File: config.mk
export PLATFORM = sky130hd
export DESIGN_NAME = tinytester_phase_engine_flat
export DESIGN_NICKNAME = d
export VERILOG_FILES = /design/src/rtl/tinytester_phase_engine_if.sv /design/src/rtl/tinytester_phase_engine.sv /design/src/flat_wrapper.sv
export SDC_FILE = /design/constraint.sdc
export NUM_CORES = 1
export LEC_CHECK = 0
export ABC_AREA = 1
export BUFFER_PORTS_ARGS = -buffer_cell sky130_fd_sc_hd__buf_2
export CAP_MARGIN = 25
export CORE_UTILIZATION = 56
export DETAILED_ROUTE_END_ITERATION = 6
export GPL_ROUTABILITY_DRIVEN = 1
export HOLD_SLACK_MARGIN = 0.1
export PLACE_DENSITY = 0.85
export SYNTH_ARGS = -nofsm -noshare
export SYNTH_HDL_FRONTEND = slang
export SYNTH_SLANG_ARGS = --single-unit
File: constraint.sdc
create_clock -name WBs_CLK_i -period 18.4 [get_ports WBs_CLK_i]
set_clock_uncertainty 0.2 [all_clocks]
set_input_delay 0.92 -clock WBs_CLK_i [delete_from_list [all_inputs] [get_ports WBs_CLK_i]]
set_output_delay 0.92 -clock WBs_CLK_i [all_outputs]
set_load 0.02 [all_outputs]
File: src/rtl/tinytester_phase_engine_if.sv
// Register-side bundle between the Wishbone register block and the tiny tester phase engine.
//
// The register block (master) presents control, pin data, output-enable and active-on-phase
// words. The phase engine (slave) returns the captured DUT data, status word and interrupt.
//
// Signals:
//   control_i             control word (run, continuous, irq enable, phase length, cycle count)
//   dataout_i             pin drive data
//   oe_i                  pin output enables (1 = output)
//   active_on_p0_i..p3_i  per-phase drive masks
//   datain_o              captured DUT input data
//   status_o              {completed cycles[31:16], 14'b0, done, busy}
//   irq_o                 level interrupt
interface tinytester_phase_engine_if #(
  parameter int unsigned PINS = 32
);
  logic [31:0]     control_i;
  logic [PINS-1:0] dataout_i;
  logic [PINS-1:0] oe_i;
  logic [PINS-1:0] active_on_p0_i;
  logic [PINS-1:0] active_on_p1_i;
  logic [PINS-1:0] active_on_p2_i;
  logic [PINS-1:0] active_on_p3_i;
  logic [PINS-1:0] datain_o;
  logic [31:0]     status_o;
  logic            irq_o;

  modport master (
    output control_i,
    output dataout_i,
    output oe_i,
    output active_on_p0_i,
    output active_on_p1_i,
    output active_on_p2_i,
    output active_on_p3_i,
    input  datain_o,
    input  status_o,
    input  irq_o
  );

  modport slave (
    input  control_i,
    input  dataout_i,
    input  oe_i,
    input  active_on_p0_i,
    input  active_on_p1_i,
    input  active_on_p2_i,
    input  active_on_p3_i,
    output datain_o,
    output status_o,
    output irq_o
  );
endinterface

File: src/rtl/tinytester_phase_engine.sv
// Four-phase test-vector engine for the tiny tester FPGA.
//
// A test cycle walks P0 -> P1 -> P2 -> P3, each phase lasting control[15:8]+1 clocks. In phase k
// a pin drives dataout when its active_on_pk bit is set and 0 otherwise (return-to-zero); output
// enables follow oe for the whole cycle. On the last clock of P3 the DUT pins are captured into
// datain and the completed-cycle count advances. A run starts on a rising edge of control[0]
// while idle and ends after N cycles, or, in continuous mode, at the first cycle boundary after
// control[0] drops. A cycle in progress is never truncated.
//
// Optional feature macro: TINYTESTER_INPUT_SYNC_EN
//   defined   - pin_i passes through a 2-flop synchronizer before capture
//   undefined - pin_i is captured directly on the last P3 clock
//
// Ports:
//   WBs_CLK_i  clock
//   WBs_RST_i  asynchronous active-high reset
//   regs       register-block bundle (slave side), see tinytester_phase_engine_if
//   pin_i      DUT pin input values
//   pin_o      registered pin drive values
//   pin_oe_o   registered pin output enables
module tinytester_phase_engine #(
  parameter int unsigned PINS = 32
) (
  input  logic                     WBs_CLK_i,
  input  logic                     WBs_RST_i,
  tinytester_phase_engine_if.slave regs,
  input  logic [PINS-1:0]          pin_i,
  output logic [PINS-1:0]          pin_o,
  output logic [PINS-1:0]          pin_oe_o
);

  typedef enum logic [2:0] {
    StIdle,
    StP0,
    StP1,
    StP2,
    StP3
  } state_e;

  // Control word fields
  logic        run;
  logic        continuous;
  logic        irq_en;
  logic [7:0]  len_cfg;
  logic [15:0] n_cfg;
  logic        unused_ctrl;

  assign run         = regs.control_i[0];
  assign continuous  = regs.control_i[1];
  assign irq_en      = regs.control_i[3];
  assign len_cfg     = regs.control_i[15:8];
  assign n_cfg       = regs.control_i[31:16];
  assign unused_ctrl = ^{regs.control_i[7:4], regs.control_i[2]};

  // State
  state_e          state;
  logic            run_q;
  logic [7:0]      phase_cnt;
  logic [7:0]      phase_len;
  logic [15:0]     cycle_cnt;
  logic [15:0]     cycle_target;
  logic            busy;
  logic            done;
  logic [PINS-1:0] dataout_sh;
  logic [PINS-1:0] act_p1_sh;
  logic [PINS-1:0] act_p2_sh;
  logic [PINS-1:0] act_p3_sh;
  logic [PINS-1:0] datain_q;
  logic [PINS-1:0] pin_q;
  logic [PINS-1:0] pin_oe_q;

  // Value presented to the capture register on the last P3 clock
  logic [PINS-1:0] capture_val;

`ifdef TINYTESTER_INPUT_SYNC_EN
  logic [PINS-1:0] sync1;
  logic [PINS-1:0] sync2;

  always_ff @(posedge WBs_CLK_i or posedge WBs_RST_i) begin
    if (WBs_RST_i) begin
      sync1 <= '0;
      sync2 <= '0;
    end else begin
      sync1 <= pin_i;
      sync2 <= sync1;
    end
  end

  assign capture_val = sync2;
`else
  assign capture_val = pin_i;
`endif

  // Decoded conditions
  logic        start;
  logic        phase_last;
  logic [15:0] cycle_cnt_inc;
  logic        run_end;

  assign start         = run & ~run_q;
  assign phase_last    = (phase_cnt == phase_len);
  assign cycle_cnt_inc = (cycle_cnt == 16'hFFFF) ? cycle_cnt : cycle_cnt + 16'd1;
  // Evaluated on the last P3 clock: uses the count including the cycle just finishing.
  assign run_end       = ~run | (~continuous & (cycle_cnt_inc >= cycle_target));

  // Main FSM. The P0 drive pattern is formed straight from the register inputs on the edge that
  // enters P0, so only the data and the P1..P3 masks need shadow copies; pin_oe_q itself holds
  // the output-enable shadow for the whole cycle.
  always_ff @(posedge WBs_CLK_i or posedge WBs_RST_i) begin
    if (WBs_RST_i) begin
      state        <= StIdle;
      run_q        <= 1'b0;
      phase_cnt    <= '0;
      phase_len    <= '0;
      cycle_cnt    <= '0;
      cycle_target <= '0;
      busy         <= 1'b0;
      done         <= 1'b0;
      dataout_sh   <= '0;
      act_p1_sh    <= '0;
      act_p2_sh    <= '0;
      act_p3_sh    <= '0;
      datain_q     <= '0;
      pin_q        <= '0;
      pin_oe_q     <= '0;
    end else begin
      run_q <= run;
      case (state)
        StIdle: begin
          if (start) begin
            state        <= StP0;
            phase_cnt    <= '0;
            phase_len    <= len_cfg;
            cycle_cnt    <= '0;
            cycle_target <= (n_cfg == 16'd0) ? 16'd1 : n_cfg;
            busy         <= 1'b1;
            done         <= 1'b0;
            dataout_sh   <= regs.dataout_i;
            act_p1_sh    <= regs.active_on_p1_i;
            act_p2_sh    <= regs.active_on_p2_i;
            act_p3_sh    <= regs.active_on_p3_i;
            pin_q        <= regs.dataout_i & regs.active_on_p0_i;
            pin_oe_q     <= regs.oe_i;
          end
        end
        default: begin
          if (!phase_last) begin
            phase_cnt <= phase_cnt + 8'd1;
          end else begin
            phase_cnt <= '0;
            // Phase length is resampled at every phase entry.
            phase_len <= len_cfg;
            unique case (state)
              StP0: begin
                state <= StP1;
                pin_q <= dataout_sh & act_p1_sh;
              end
              StP1: begin
                state <= StP2;
                pin_q <= dataout_sh & act_p2_sh;
              end
              StP2: begin
                state <= StP3;
                pin_q <= dataout_sh & act_p3_sh;
              end
              default: begin
                datain_q  <= capture_val;
                cycle_cnt <= cycle_cnt_inc;
                if (run_end) begin
                  state    <= StIdle;
                  busy     <= 1'b0;
                  done     <= 1'b1;
                  pin_q    <= '0;
                  pin_oe_q <= '0;
                end else begin
                  state      <= StP0;
                  dataout_sh <= regs.dataout_i;
                  act_p1_sh  <= regs.active_on_p1_i;
                  act_p2_sh  <= regs.active_on_p2_i;
                  act_p3_sh  <= regs.active_on_p3_i;
                  pin_q      <= regs.dataout_i & regs.active_on_p0_i;
                  pin_oe_q   <= regs.oe_i;
                end
              end
            endcase
          end
        end
      endcase
    end
  end

  assign pin_o         = pin_q;
  assign pin_oe_o      = pin_oe_q;
  assign regs.datain_o = datain_q;
  assign regs.status_o = {cycle_cnt, 14'd0, done, busy};
  // Level interrupt; follows the enable bit immediately.
  assign regs.irq_o    = done & irq_en;

endmodule

File: src/flat_wrapper.sv
// flat-port wrapper written by rule: the top's interface ports become plain ports
module tinytester_phase_engine_flat 
#(
  parameter int unsigned PINS = 32
)
  (WBs_CLK_i, WBs_RST_i, pin_i, pin_o, pin_oe_o, regs_control_i, regs_dataout_i, regs_oe_i, regs_active_on_p0_i, regs_active_on_p1_i, regs_active_on_p2_i, regs_active_on_p3_i, regs_datain_o, regs_status_o, regs_irq_o);
  tinytester_phase_engine_if #(.PINS(PINS)) regs_i ();
  input  logic WBs_CLK_i;
  input  logic WBs_RST_i;
  input  logic [PINS-1:0] pin_i;
  output logic [PINS-1:0] pin_o;
  output logic [PINS-1:0] pin_oe_o;
  input wire logic [$bits(regs_i.control_i)-1:0] regs_control_i;
  input wire logic [$bits(regs_i.dataout_i)-1:0] regs_dataout_i;
  input wire logic [$bits(regs_i.oe_i)-1:0] regs_oe_i;
  input wire logic [$bits(regs_i.active_on_p0_i)-1:0] regs_active_on_p0_i;
  input wire logic [$bits(regs_i.active_on_p1_i)-1:0] regs_active_on_p1_i;
  input wire logic [$bits(regs_i.active_on_p2_i)-1:0] regs_active_on_p2_i;
  input wire logic [$bits(regs_i.active_on_p3_i)-1:0] regs_active_on_p3_i;
  output wire logic [$bits(regs_i.datain_o)-1:0] regs_datain_o;
  output wire logic [$bits(regs_i.status_o)-1:0] regs_status_o;
  output wire logic [$bits(regs_i.irq_o)-1:0] regs_irq_o;
  assign regs_i.control_i = regs_control_i;
  assign regs_i.dataout_i = regs_dataout_i;
  assign regs_i.oe_i = regs_oe_i;
  assign regs_i.active_on_p0_i = regs_active_on_p0_i;
  assign regs_i.active_on_p1_i = regs_active_on_p1_i;
  assign regs_i.active_on_p2_i = regs_active_on_p2_i;
  assign regs_i.active_on_p3_i = regs_active_on_p3_i;
  assign regs_datain_o = regs_i.datain_o;
  assign regs_status_o = regs_i.status_o;
  assign regs_irq_o = regs_i.irq_o;
  tinytester_phase_engine #(.PINS(PINS)) u_core (.WBs_CLK_i(WBs_CLK_i), .WBs_RST_i(WBs_RST_i), .regs(regs_i), .pin_i(pin_i), .pin_o(pin_o), .pin_oe_o(pin_oe_o));
endmodule
==> results.yml, run 1 <==
sta:
  fin_crit_ns: 5.58
  worstMarginPinSlew_ns: 0.978
  grt_setup_unrepaired: "no"
  hold_viol_final: 0
  finalMaxSlewViolations: 0
  finalSetupTns_ns: 0
  period_share_pct: 30.3
  fmaxAchievable_mhz: 179
  relSlewSlack_pct: 34.8
  setup_viol: 0
layout:
  fin_nets: 2262
  final_cell_area_sq_um: 16200
  area_growth_pct: 21.3
  fill_cells: 1941
  final_util_pct: 69.0
  drive_gt1_share_pct: 22.7
  stdcell_count: 2340
setup_path:
  r2r_start: "u_core.cycle_cnt[0]"
  cp_top_family: "simple AND/OR/NAND/NOR gates"
  crit_fanout: 102
  path_class: "flip-flop to flip-flop"
  rr_worst_depth: 24
  worstPathRequired_ns: 18.69
  reg2reg_slack_ns: 12.82
  cp.arrival_ns: 5.88
  cpMostUsedCell: "nand2_1"
  critPathMaxStageDelay_ns: 0.63
  crit_buf_inv: 4
  worstReg2RegEnd: "u_core.act_p3_sh[20]"
  worstPathCellList: "ha_1, and3_1, nand2_1, nor2_1, inv_1, o21bai_1, inv_1, ha_1, nand2_1, nand2_1, nand2_1, nand2_1, nand2_1, nand2_1, nand2_1, nand2_1, nand2_1, nand2_2, nand2_4, nand2_4, buf_4, buf_16, nand2_1, nand2_1"
  crit_path_top_delay_cell: "nand2_4"
  end_kind: "flip-flop"
  startpoint_type: "flip-flop"
grt:
  grt_pass1_wl_mm: 61.3
  grt_max_degree: 131
  overflow: 0
  antenna_found_initial: 13
  grt_usage_pct: 32.2
  grt_pass1_vias: 11700
run:
  cap_violations: 0
placed_design:
  gp_congestion: 0.913
  dpl.cell_count: 2270
  port_buffers: 367
  placed_area_sq_um: 15000
  dp_hpwl_mm: 26.7
cts:
  clock_latency_ns: 0.56
  cts_buffers: 30
  cts_tree: "done"
  cts-root-buf: "clkbuf_16"
  cts.sinks: 278
  ctsHoldBuffers: 0
  h-tree-depth: 1
  cts_buffer_depth: 3
  clk_pin_slew_ns: 0.06
  postCtsResizedCells: 0
  post_cts_buffers: 0
floorplanning:
  io-pin-count: 387
  die_h_um: 156
  design.core.area_sq_um: 23400
  dieArea_sq_um: 24400
  rows: 56
  die_x_um: 156
  initial_core_util_pct: 56.9
status:
  outcome: "finished clean"
logic_synthesis:
  synthMuxAreaShare_pct: 0
  synth_top_cell_by_area: "dfrtp_1"
  synth_ff_type: "dfrtp_1"
  syn_avg_cell_area_sq_um: 7.97
  ys_types: 30
  synth_fa_ha_area_share_pct: 1.69
  synth-simple-area-share_pct: 31.1
  yosysSeqAreaShare_pct: 52.2
  synth_most_common_cell: "nand2_1"
  synthXorXnorAreaFrac_pct: 1.05
  synth_top_family_by_area: "simple AND/OR/NAND/NOR gates"
  synth.top_cell.area_share_pct: 52.2
  synthTopCellsByCount: "nand2_1, dfrtp_1, nand3_1"
  async_reset_ff_share_pct: 100
  synth_cells: 1670
  synthTopCellsByArea: "dfrtp_1, nand2_1, nand3_1"
  ys_ff_latch: 278
  synth_edf_count: 0
  syn-cell-area_sq_um: 13300
  yosysWarnings: 0
  synth_compound_area_share_pct: 6.57
route:
  drc: 0
  wire_per_inst_um: 16.9
  dr.pass1.iters: 6
  routed_wl_mm: 39.5
  vias: 12800
  viasPerCell: 5.48
  ant_nets: 0
  drt_iter0_drc: 1333
power:
  seq_power_share_pct: 38.6
  power_mw: 2.75
  p_leak_nw: 8.94
  p_clk_share_pct: 22.0
  p_int_mw: 1.59
  p_switching_mw: 1.15
  swShare_pct: 42.1
  comb_power_share_pct: 39.4
  irDropWorstVdd_uv: 117
  power_density_nw_per_um2: 170
hold_path:
  min_path_type: "flip-flop to flip-flop"
  hold_start: "u_core.regs.datain_o[21]"
  hold_end: "u_core.regs.datain_o[21]"
  hold_depth: 2
-- flip-flops by register name (all words and copies together), names as in the netlist --
register,count
u_core.done,1
u_core.act_p1_sh,32
u_core.cycle_cnt,16
u_core.phase_cnt,8
u_core.dataout_sh,32
u_core.cycle_target,16
u_core.pin_oe_o,32
u_core.act_p2_sh,32
u_core.pin_o,32
u_core.act_p3_sh,32
u_core.busy,1
u_core.run_q,1
u_core.phase_len,8
u_core.regs.datain_o,32
u_core.state,3
-- layer usage --
layer	vias up	share of wire, %	GRT usage [%]	routed length, um
li1	6007	-	-	-
met4	0	4.9	15.3	1940
met3	134	9.5	6.18	3740
met1	6035	41	46.5	16400
met5	-	0	0	0
met2	656	44	46.7	17500
-- cells in the final DEF (no fill, tap or decap), types with 7 or more instances in the layout --
cell type,n
nor2_1,46
o21ai_0,37
buf_2,367
nand3_1,210
conb_1,14
ha_1,18
o21ai_1,25
o22ai_1,11
inv_1,69
dfrtp_1,278
nor3_1,13
diode_2,13
inv_2,14
a22oi_1,10
a21oi_1,44
nand4_1,7
clkbuf_16,31
clkbuf_8,9
a31oi_1,28
xor2_1,15
nor4_1,7
buf_4,8
nand2_1,712
-- worst reg2reg max path, cell delays in order, from the launching register on --
cell and delay (ns):
dfrtp_1 0.47, ha_1 0.28, and3_1 0.27, nand2_1 0.12
nor2_1 0.28, inv_1 0.27, o21bai_1 0.27, inv_1 0.07
ha_1 0.30, nand2_1 0.06, nand2_1 0.06, nand2_1 0.05
nand2_1 0.06, nand2_1 0.05, nand2_1 0.09, nand2_1 0.05
nand2_1 0.08, nand2_1 0.11, nand2_2 0.38, nand2_4 0.64
nand2_4 0.50, buf_4 0.27, buf_16 0.34, nand2_1 0.18
nand2_1 0.09
-- kinds of logic (layout without fill, tap and decap cells) --
kind of cell             Yosys count  after routing
AND/OR/NAND/NOR                 1007           1007
flip-flops                       278            278
buffers and inverters            192            517
AO/OA/AOI/OAI                    158            158
adder cells (fa/ha/maj)           18             18
XOR/XNOR                          16             16
other                              1             27
-- worst max-delay path by stage --
| stage | depth (start not counted) | startpoint | endpoint |
|---|---|---|---|
| after global placement | 23 | u_core.cycle_cnt[0] | u_core.act_p3_sh[18] |
| after detailed placement | 23 | u_core.cycle_cnt[0] | u_core.act_p3_sh[4] |
| after global routing | 24 | u_core.cycle_cnt[0] | u_core.act_p3_sh[20] |
| after floorplan | 1 | WBs_RST_i | u_core.act_p1_sh[0] |
| after CTS | 23 | u_core.cycle_cnt[0] | u_core.act_p3_sh[20] |
| final | 24 | u_core.cycle_cnt[0] | u_core.act_p3_sh[20] |
-- power groups by stage --
stage          combinational, mW  sequential (mW)  clock, mW
4_1_cts                     1.07             1.05      0.609
3_5_place_dp                1.06             1.06          0
6_report                    1.08             1.06      0.605
3_3_place_gp                1.03             1.05          0
5_1_grt                     1.20             1.09      0.635
2_1_floorplan              0.597             1.17          0
-- through the flow --
| stage | worst slack, ns | hold slack [ns] |
|---|---|---|
| 2_1_floorplan | 9.61 | 0.242 |
| 3_3_place_gp | 12.68 | 0.249 |
| 3_5_place_dp | 12.65 | 0.253 |
| 4_1_cts | 12.58 | 0.268 |
| 5_1_grt | 12.41 | 0.283 |
| 6_report | 12.82 | 0.264 |
-- area by class of cell --
| type | count | area, sq um | share of cell area (%) |
|---|---|---|---|
| antenna | 13 | 32.5 | 0.201 |
| clock buffer | 44 | 915 | 5.66 |
| clock inverter | 10 | 82.6 | 0.511 |
| inverter | 84 | 323 | 2.00 |
| multi-input combinational | 1213 | 5460 | 33.8 |
| sequential | 278 | 6960 | 43.1 |
| tap | 319 | 399 | 2.47 |
| timing repair buffer | 379 | 1990 | 12.3 |
Power figures use the tool's default switching activity.
==> run 2, diff against run 1 <==
--- a/config.mk
+++ b/config.mk
@@ -8,11 +8,11 @@
 export ABC_AREA = 1
 export BUFFER_PORTS_ARGS = -buffer_cell sky130_fd_sc_hd__buf_2
 export CAP_MARGIN = 25
-export CORE_UTILIZATION = 56
+export CORE_UTILIZATION = 47
 export DETAILED_ROUTE_END_ITERATION = 6
 export GPL_ROUTABILITY_DRIVEN = 1
 export HOLD_SLACK_MARGIN = 0.1
-export PLACE_DENSITY = 0.85
+export PLACE_DENSITY = 0.76
 export SYNTH_ARGS = -nofsm -noshare
 export SYNTH_HDL_FRONTEND = slang
 export SYNTH_SLANG_ARGS = --single-unit
==> constraint.sdc (replaced) <==
create_clock -name WBs_CLK_i -period 4.6 [get_ports WBs_CLK_i]
set_clock_uncertainty 0.2 [all_clocks]
set_input_delay 0.23 -clock WBs_CLK_i [delete_from_list [all_inputs] [get_ports WBs_CLK_i]]
set_output_delay 0.23 -clock WBs_CLK_i [all_outputs]
set_load 0.02 [all_outputs]
==> results.yml, run 2 (synthesized netlist as in run 1, its figures left out) <==
run:
  cap_violations: 0
setup_path:
  reg2reg_slack_ns: 0.43
  end_kind: "flip-flop"
  crit_fanout: 59
  worstPathRequired_ns: 4.84
  worstPathCellList: "ha_1, and3_1, nand2_1, nor3_1, o21ai_0, o21ai_0, inv_1, ha_1, nand2_1, nor3_1, nand2_1, nand2_1, nand2_1, nand2_2, nand2_4, nand2_4, buf_4, nand2_1, nand2_1"
  cp.arrival_ns: 4.41
  critPathMaxStageDelay_ns: 0.52
  crit_path_top_delay_cell: "buf_4"
  cpMostUsedCell: "nand2_1"
  path_class: "flip-flop to flip-flop"
  startpoint_type: "flip-flop"
power:
  power_density_nw_per_um2: 619
  irDropWorstVdd_uv: 445
  p_int_mw: 6.81
  swShare_pct: 41.8
  p_switching_mw: 4.89
  p_clk_share_pct: 23.3
  seq_power_share_pct: 36.6
  comb_power_share_pct: 40.0
  p_leak_nw: 10.1
grt:
  grt_max_degree: 146
  grt_usage_pct: 34.2
  grt_pass1_wl_mm: 76.2
  antenna_found_initial: 4
  overflow: 0
  grt_pass1_vias: 14100
floorplanning:
  io-pin-count: 387
  initial_core_util_pct: 47.8
  rows: 61
  design.core.area_sq_um: 27900
  die_h_um: 170
  die_x_um: 170
  dieArea_sq_um: 29000
cts:
  cts-root-buf: "clkbuf_16"
  h-tree-depth: 2
  cts_tree: "done"
  clk_pin_slew_ns: 0.06
  cts.sinks: 278
  cts_buffer_depth: 3
  ctsHoldBuffers: 251
  clock_latency_ns: 0.51
  postCtsResizedCells: 0
  post_cts_buffers: 0
  cts_buffers: 34
route:
  viasPerCell: 5.41
  routed_wl_mm: 48.6
  ant_nets: 0
  drt_iter0_drc: 1375
  dr.pass1.iters: 6
  wire_per_inst_um: 18.4
  vias: 14300
  drc: 0
layout:
  area_growth_pct: 41.8
  stdcell_count: 2649
  drive_gt1_share_pct: 20.3
  most-common-layout-cells: "nand2_1, buf_2, dfrtp_1, dlygate4sd3_1, nand3_1"
  fin_nets: 2521
  final_common_cell: "nand2_1"
sta:
  hold_viol_final: 0
  finalSetupTns_ns: 0
  relSlewSlack_pct: 36.6
  fmaxAchievable_mhz: 240
  finalMaxSlewViolations: 0
  fin_crit_ns: 4.17
  setup_viol: 0
  period_share_pct: 90.7
  worstMarginPinSlew_ns: 0.951
  grt_setup_unrepaired: "no"
status:
  outcome: "finished clean"
hold_path:
  min_path_type: "primary input to asynchronous set/reset pin"
placed_design:
  gp_congestion: 0.895
  dp_hpwl_mm: 28.3
  dpl.cell_count: 2336
  port_buffers: 367
run 2: stage by stage:
step / utilization (%) / instance area, sq um / total power [mW] / hold slack, ns / setup WS, ns
global placement: 54.6 / 15200 / 8.42 / 0.201 / 0.647
floorplan: - / 13400 / 7.06 / 0.0614 / 0.491
global route: 67.8 / 18900 / 12.4 / 0.269 / 0.0806
detailed placement: 54.6 / 15200 / 8.57 / 0.206 / 0.580
CTS: 67.8 / 18900 / 11.5 / 0.234 / 0.547
finish: 67.8 / 18900 / 11.7 / 0.258 / 0.426
run 2: per-layer routing:
metal / GRT usage (%) / wire length, um / vias up
met5: 0.870 / 41 / -
met4: 14.7 / 2210 / 6
met3: 9.49 / 4170 / 233
met2: 54.2 / 22500 / 806
met1: 43.7 / 19700 / 6786
li1: - / - / 6505
run 2: path summary, 6_finish.rpt:
kind / startpoint / end / cells past startpoint
hold reg to reg: u_core.regs.datain_o[8] / u_core.regs.datain_o[8] / 2
min in group WBs_CLK_i: pin_i[16] / u_core.regs.datain_o[16] / 4
max in group asynchronous: WBs_RST_i / u_core.act_p3_sh[30] / 4
hold / removal: WBs_RST_i / u_core.pin_o[21] / 3
setup / recovery: u_core.cycle_cnt[0] / u_core.act_p1_sh[24] / 19
setup reg to reg: u_core.cycle_cnt[0] / u_core.act_p1_sh[24] / 19
run 2: worst max-delay path: cells and delay by family, from the launching register on:
| family | cells | cell delay (ns) |
|---|---|---|
| AOI/OAI and AO/OA | 2 | 0.49 |
| adders and majority gates | 2 | 0.55 |
| DFF | 1 | 0.45 |
| and+or+nand+nor | 13 | 1.75 |
| buffers and inverters | 2 | 0.61 |
run 2: area by class of cell:
class                           count  area, sq um
Fill cell                        2116         8980
Antenna cell                        1         2.50
Inverter                           84          319
Tap cell                          378          473
Clock inverter                      3         40.0
Sequential cell                   278         6960
Timing Repair Buffer              634         4520
Multi-Input combinational cell   1213         5460
Clock buffer                       58         1110
run 2: power by group through the flow:
stage               Clock (mW)  Combinational (mW)  Sequential, mW
CTS                       2.76                4.54            4.21
detailed placement           0                4.34            4.23
finish                    2.73                4.68            4.28
global route              2.85                5.17            4.39
global placement             0                4.23            4.20
floorplan                    0                2.39            4.67
